### config.mk
export PLATFORM = sky130hd
export DESIGN_NAME = vga_timing_gen_flat
export DESIGN_NICKNAME = d
export VERILOG_FILES = /design/src/rtl/vga_timing_gen_if.sv /design/src/rtl/vga_timing_gen.sv /design/src/flat_wrapper.sv
export SDC_FILE = /design/constraint.sdc
export NUM_CORES = 1
export LEC_CHECK = 0
export BUFFER_PORTS_ARGS = -buffer_cell sky130_fd_sc_hd__buf_2
export CAP_MARGIN = 5
export CORE_MARGIN = 2
export CORE_UTILIZATION = 34
export CTS_CLUSTER_DIAMETER = 60
export DETAILED_ROUTE_END_ITERATION = 12
export PLACE_DENSITY = 0.56
export SLEW_MARGIN = 20
export SYNTH_ARGS = -nofsm -noshare
export SYNTH_HDL_FRONTEND = slang
export SYNTH_SLANG_ARGS = --single-unit
### constraint.sdc
create_clock -name clk -period 2.4 [get_ports clk]
set_clock_uncertainty 0.05 [all_clocks]
set_input_delay 0 -clock clk [delete_from_list [all_inputs] [get_ports clk]]
set_output_delay 0 -clock clk [all_outputs]
set_load 0.01 [all_outputs]
### src/rtl/vga_timing_gen_if.sv
// Pixel-stream bus shared by the video chain: position counters, sync, blanking, colour.
// Modport out drives the bus (timing source); modport in consumes it (overlay stages).
interface vga_if;
  logic [10:0] hcount;
  logic [10:0] vcount;
  logic        hsync;
  logic        vsync;
  logic        hblnk;
  logic        vblnk;
  logic [11:0] rgb;

  modport out (
    output hcount, vcount, hsync, vsync,
    output hblnk, vblnk, rgb
  );

  modport in (
    input hcount, vcount, hsync, vsync,
    input hblnk, vblnk, rgb
  );
endinterface

### src/rtl/vga_timing_gen.sv
// Free-running VGA timing source: h/v counters, positive syncs, blanking, black rgb.
// Ports: clk, rst (sync, active-high), out (vga_if.out bus), frame_start (pulse at pixel 0,0).
module vga_timing_gen #(
  parameter int H_VISIBLE = 800,
  parameter int H_FRONT   = 40,
  parameter int H_SYNC    = 128,
  parameter int H_BACK    = 88,
  parameter int V_VISIBLE = 600,
  parameter int V_FRONT   = 1,
  parameter int V_SYNC    = 4,
  parameter int V_BACK    = 23
) (
  input  logic clk,
  input  logic rst,
  vga_if.out   out,
  output logic frame_start
);

  localparam int H_TOTAL = H_VISIBLE + H_FRONT + H_SYNC + H_BACK;
  localparam int V_TOTAL = V_VISIBLE + V_FRONT + V_SYNC + V_BACK;

  if (H_TOTAL > 2048 || V_TOTAL > 2048) begin : g_size_chk
    $fatal(1, "vga_timing_gen: total exceeds 2048");
  end

  if (H_VISIBLE <= 0 || H_FRONT <= 0 || H_SYNC <= 0 || H_BACK <= 0 ||
      V_VISIBLE <= 0 || V_FRONT <= 0 || V_SYNC <= 0 || V_BACK <= 0)
  begin : g_zero_chk
    $fatal(1, "vga_timing_gen: all timing parameters must be > 0");
  end

  if (H_VISIBLE + H_FRONT + H_SYNC >= H_TOTAL ||
      V_VISIBLE + V_FRONT + V_SYNC >= V_TOTAL) begin : g_sync_chk
    $fatal(1, "vga_timing_gen: sync outside blanking");
  end

  localparam logic [10:0] H_LAST = 11'(H_TOTAL - 1);
  localparam logic [10:0] V_LAST = 11'(V_TOTAL - 1);
  localparam logic [10:0] H_VIS  = 11'(H_VISIBLE);
  localparam logic [10:0] V_VIS  = 11'(V_VISIBLE);
  localparam logic [10:0] HS_ON  = 11'(H_VISIBLE + H_FRONT);
  localparam logic [10:0] HS_OFF = 11'(H_VISIBLE + H_FRONT + H_SYNC);
  localparam logic [10:0] VS_ON  = 11'(V_VISIBLE + V_FRONT);
  localparam logic [10:0] VS_OFF = 11'(V_VISIBLE + V_FRONT + V_SYNC);

  logic [10:0] h_cnt;
  logic [10:0] v_cnt;
  logic [10:0] h_nxt;
  logic [10:0] v_nxt;
  logic        h_wrap;

  always_comb begin
    h_wrap = (h_cnt == H_LAST);
    h_nxt  = h_wrap ? 11'd0 : h_cnt + 11'd1;
    v_nxt  = v_cnt;
    if (h_wrap) begin
      v_nxt = (v_cnt == V_LAST) ? 11'd0 : v_cnt + 11'd1;
    end
  end

  // Outputs decode the next counter values so every field in a
  // registered output cycle describes the same pixel.
  always_ff @(posedge clk) begin
    if (rst) begin
      h_cnt       <= '0;
      v_cnt       <= '0;
      out.hcount  <= '0;
      out.vcount  <= '0;
      out.hsync   <= 1'b0;
      out.vsync   <= 1'b0;
      out.hblnk   <= 1'b0;
      out.vblnk   <= 1'b0;
      out.rgb     <= '0;
      frame_start <= 1'b0;
    end else begin
      h_cnt       <= h_nxt;
      v_cnt       <= v_nxt;
      out.hcount  <= h_nxt;
      out.vcount  <= v_nxt;
      out.hsync   <= (h_nxt >= HS_ON) && (h_nxt < HS_OFF);
      out.vsync   <= (v_nxt >= VS_ON) && (v_nxt < VS_OFF);
      out.hblnk   <= (h_nxt >= H_VIS);
      out.vblnk   <= (v_nxt >= V_VIS);
      out.rgb     <= '0;
      frame_start <= (h_nxt == 11'd0) && (v_nxt == 11'd0);
    end
  end

endmodule

### src/flat_wrapper.sv
// flat-port wrapper written by rule: the top's interface ports become plain ports
module vga_timing_gen_flat 
#(
  parameter int H_VISIBLE = 800,
  parameter int H_FRONT   = 40,
  parameter int H_SYNC    = 128,
  parameter int H_BACK    = 88,
  parameter int V_VISIBLE = 600,
  parameter int V_FRONT   = 1,
  parameter int V_SYNC    = 4,
  parameter int V_BACK    = 23
)
  (clk, rst, frame_start, out_hcount, out_vcount, out_hsync, out_vsync, out_hblnk, out_vblnk, out_rgb);
  vga_if out_i ();
  input  logic clk;
  input  logic rst;
  output logic frame_start;
  output wire logic [$bits(out_i.hcount)-1:0] out_hcount;
  output wire logic [$bits(out_i.vcount)-1:0] out_vcount;
  output wire logic [$bits(out_i.hsync)-1:0] out_hsync;
  output wire logic [$bits(out_i.vsync)-1:0] out_vsync;
  output wire logic [$bits(out_i.hblnk)-1:0] out_hblnk;
  output wire logic [$bits(out_i.vblnk)-1:0] out_vblnk;
  output wire logic [$bits(out_i.rgb)-1:0] out_rgb;
  assign out_hcount = out_i.hcount;
  assign out_vcount = out_i.vcount;
  assign out_hsync = out_i.hsync;
  assign out_vsync = out_i.vsync;
  assign out_hblnk = out_i.hblnk;
  assign out_vblnk = out_i.vblnk;
  assign out_rgb = out_i.rgb;
  vga_timing_gen #(.H_VISIBLE(H_VISIBLE), .H_FRONT(H_FRONT), .H_SYNC(H_SYNC), .H_BACK(H_BACK), .V_VISIBLE(V_VISIBLE), .V_FRONT(V_FRONT), .V_SYNC(V_SYNC), .V_BACK(V_BACK)) u_core (.clk(clk), .rst(rst), .out(out_i), .frame_start(frame_start));
endmodule
; Word-level counts from Yosys, hierarchy flattened
; Index checks and enable logic that the tools add are counted.
; W data, S select, Z words.
[op_classes]
n_addsub = 2
mul = 0
div_mod_pow = 0
order_cmp = 6
eq_ne = 2
shift = 0
mux = 3
n_bitwise = 0
reduce_logical = 5
[ops]
columns = op, n
row1 = $ge A11 B10 Y1 const B, 4
row2 = $mux W11, 3
row3 = $add A11 B1 Y11 const B, 2
row4 = $logic_not A11 Y1, 2
row5 = $lt A11 B10 Y1 const B, 2
row6 = $eq A11 B10 Y1 const B, 1
row7 = $eq A11 B11 Y1 const B, 1
row8 = $logic_and A1 B1 Y1, 3
[word_totals]
ff_bits = 27
latch_bits = 0
ram_bits = 0
romBits = 0
mem_count = 0

; Depth between registers and ports, before layout
[depth]
ltp_word = 5
mapped_depth = 9

; Worst setup path before layout
; Ideal clock, no wire load.
[synth_timing]
path_kind = register to register
start = register, netlist name u_core.out.hcount[6]
end = register u_core.frame_start
setup_time_ps = 92
arrival_time_ps = 2334
slack_ps = -76
stages_incl_launch_ff = 9
period_less_slack_ps = 2476
cell_sequence = dfxtp_1 -> buf_6 -> or4_4 -> buf_6 -> nor4_1 -> nand4_1 -> xor2_1 -> or3b_1 -> nor4_1
[synth_rtl]
columns = item, line
row1 = to (signal assigned), vga_timing_gen.sv:85  ; frame_start <= (h_nxt == 11'd0) && (v_nxt == 11'd0);
row2 = to (decl), vga_timing_gen.sv:16  ; output logic frame_start

==> flow_summary.ini <==
[die]
die_area_um2 = 5730
fp.dieH_um = 75.7
dieWidth_um = 75.7
rows = 26
initial_core_util_pct = 34.7
ios = 41
core_um2 = 5040

[cts]
cts_max_level = 1
cts_tree = done
clkTransAtPathRegs_ns = 0.10
clk_root_buffer_cell = clkbuf_8
clock-sinks = 27
clkLatencyLatePin_ns = 0.28
cts_buffers = 3
cts_buffer_depth = 2

[critical_path]
slowest_stage = or4_4
r2r_slack_ns = 0.06
cp.required_ns = 2.55
worst_r2r_path_depth = 6
path_class = reg2reg
worst_path_most_repeated_cell = or3_4
worstPathCellList = or4_4 -> or3_4 -> or3_4 -> a211oi_4 -> nand3_1 -> nor3_1
crit_path_end_kind = register
rr_endpoint = u_core.out.vsync
r2r-start = u_core.out.hcount[5]
start_kind = register
cpPeakStageDelay_ns = 0.60
arrival_ns = 2.49
cp_max_fo = 7

[cells_and_area]
final_cells = 326
syn2layout_area_growth_pct = 21.3
antenna_cells = 0
drive_gt1_share_pct = 28.5
layout_common_cells = 28 x buf_2, 26 x dfxtp_1, 24 x buf_4, 22 x nor2_1, 15 x nand2_1
final_nets = 262
nFillCells = 538
final_common_cell = buf_2

[hold_path]
min_from = rst
hold_path_class = in2reg
min_path_cells = 2
min_to = u_core.out.hcount[10]

[sta]
rsz0062_at_grt = yes
hold_viol = 0
fmax_ghz = 0.427
final_max_slew_viol_count = 0
fin_crit_sh_pct = 97.6
tns_ns = 0
setup_ws_ns = 0.0586
finalSetupViolCount = 0
fin_crit_ns = 2.34

[synthesis]
yosys_most_used_dff = dfxtp_1
synth_edf_count = 0
yosysUniqueCellTypes = 50
async_flop_share_pct = 0
synth_area_leaders = dfxtp_1 31%, xnor2_1 6.5%, buf_4 5.2%, nor2_1 4.7%, xor2_1 4.0%
seq_area_frac_synth_pct = 30.9
ys_ff_latch = 27
synth_area_leader_cell = dfxtp_1
synthCells = 217
mappedNetlistArea_um2 = 1750
yosysTopAreaCellShare_pct = 30.9
avgSynthCellArea_um2 = 8.05
synth_warnings = 0

[drt]
drt-total-wl_um = 4420
drc = 0
drt_iter0_drc = 85
wl_per_cell_um = 13.5
via_count = 1616
ant_nets = 0
drtPass1Iterations = 4
viasPerCell = 4.96

[pwr]
vdd.ir_drop.worst_v = 0.000245
powerDensity_nw_per_um2 = 374
leakage_nw = 0.926

[placed_design]
post-place-cells = 320
post-place-ws_ns = 0.0711
portBuffers = 28
place_congestion = 0.896
hpwlAfterDp_um = 3280

[run]
cap_violations = 0

[global_routing]
overflow = 0
grt_pass1_vias = 1383
grt_max_degree = 22
antenna_found_initial = 0
grt_pass1_wl_um = 6880
grt_usage_pct = 16.0

[status]
outcome = completed
## critical path: cells and delay by family (launching register included)
family	cells	cell delay (ns)
and+or+nand+nor	5	1.67
DFF	1	0.32
AOI/OAI and AO/OA	1	0.24
## logic make-up (layout without fill, tap and decap cells)
kind of cell / count (synthesis) / in the layout / synth area share, %
flops: 27 / 27 / 30.9
fa+ha+maj: 3 / 3 / 2.15
simple gates: 102 / 102 / 33.3
compound gates: 32 / 32 / 12.7
buf+inv: 31 / 59 / 10.2
other cells: 1 / 12 / 0.215
xor+xnor: 21 / 21 / 10.5
## Yosys cell counts (2+ instances only)
cell type,n
a21oi_1,5
xnor2_1,13
and4_1,3
or3_1,2
nor4_1,6
o21ai_0,6
o22ai_1,2
or3_4,2
nand4b_1,2
xor2_1,8
buf_4,12
nor3_1,8
nand3_1,11
a21o_1,2
a31oi_1,2
nor2b_1,8
nand4_1,8
or2b_1,2
dfxtp_1,27
a21boi_0,2
a311oi_1,2
nand2_1,15
a211o_1,2
or2_2,2
inv_1,3
nor2_1,22
o31ai_1,3
buf_6,2
ha_1,3
clkbuf_1,12
## final cells by class
| cell class | count | area [um^2] | share of cell area [%] |
|---|---|---|---|
| clock inverters | 1 | 5.00 | 0.236 |
| clock buffers | 3 | 41.3 | 1.95 |
| flip-flops and latches | 27 | 542 | 25.6 |
| multi-input cells | 170 | 1110 | 52.5 |
| repair buffers | 52 | 320 | 15.1 |
| inverters | 3 | 11.3 | 0.531 |
| well taps | 70 | 87.6 | 4.13 |
## routing by layer
layer / GRT usage [%] / routed length (um) / up-vias
met1: 23.7 / 2200 / 745
met4: 6.24 / 39 / 0
met2: 23.5 / 1980 / 48
li1: - / - / 819
met5: 0 / 0 / -
met3: 2.12 / 195 / 4
## through the flow
| step | utilization [%] | total power, mW | area, um^2 | hold slack, ns |
|---|---|---|---|---|
| 2_1_floorplan | - | 0.524 | 1800 | 0.136 |
| 3_3_place_gp | 40.2 | 0.533 | 2030 | 0.349 |
| 3_5_place_dp | 40.2 | 0.533 | 2030 | 0.349 |
| 4_1_cts | 41.1 | 0.799 | 2070 | 0.0753 |
| 5_1_grt | 42.0 | 0.824 | 2120 | 0.0915 |
| 6_report | 42.0 | 0.794 | 2120 | 0.0738 |
## sequential cells by signal (all words and copies together), names as in the netlist
register,count
u_core.out.hsync,1
u_core.out.vcount,11
u_core.out.hcount,11
u_core.out.vblnk,1
u_core.out.hblnk,1
u_core.frame_start,1
u_core.out.vsync,1
## how the worst max path moves through the flow
stage | slack (ns) | to | from | cells past startpoint
2_1_floorplan | -0.01 | u_core.frame_start | u_core.out.hcount[6] | 8
3_3_place_gp | 0.10 | u_core.frame_start | u_core.out.hcount[6] | 7
3_5_place_dp | 0.07 | u_core.frame_start | u_core.out.hcount[6] | 7
4_1_cts | 0.03 | u_core.frame_start | u_core.out.hcount[6] | 7
5_1_grt | -0.02 | u_core.out.vsync | u_core.out.hcount[5] | 6
6_report | 0.06 | u_core.out.vsync | u_core.out.hcount[5] | 6
## report_power, final
group / internal [mW] / switching [mW] / total [mW] / leakage (nW)
clock network: 0.117 / 0.151 / 0.268 / 0.0255
registers: 0.454 / 0.00421 / 0.458 / 0.218
logic: 0.0247 / 0.0426 / 0.0673 / 0.682
## what timing repair did
| item | 4_1_cts | 5_1_grt |
|---|---|---|
| hold buffers | 0 | 0 |
| buffers inserted | 0 | 2 |
| resized for setup | 0 | 5 |
| setup endpoints to repair | 0 | 2 |
No activity file was read; power rests on OpenSTA's default activity.
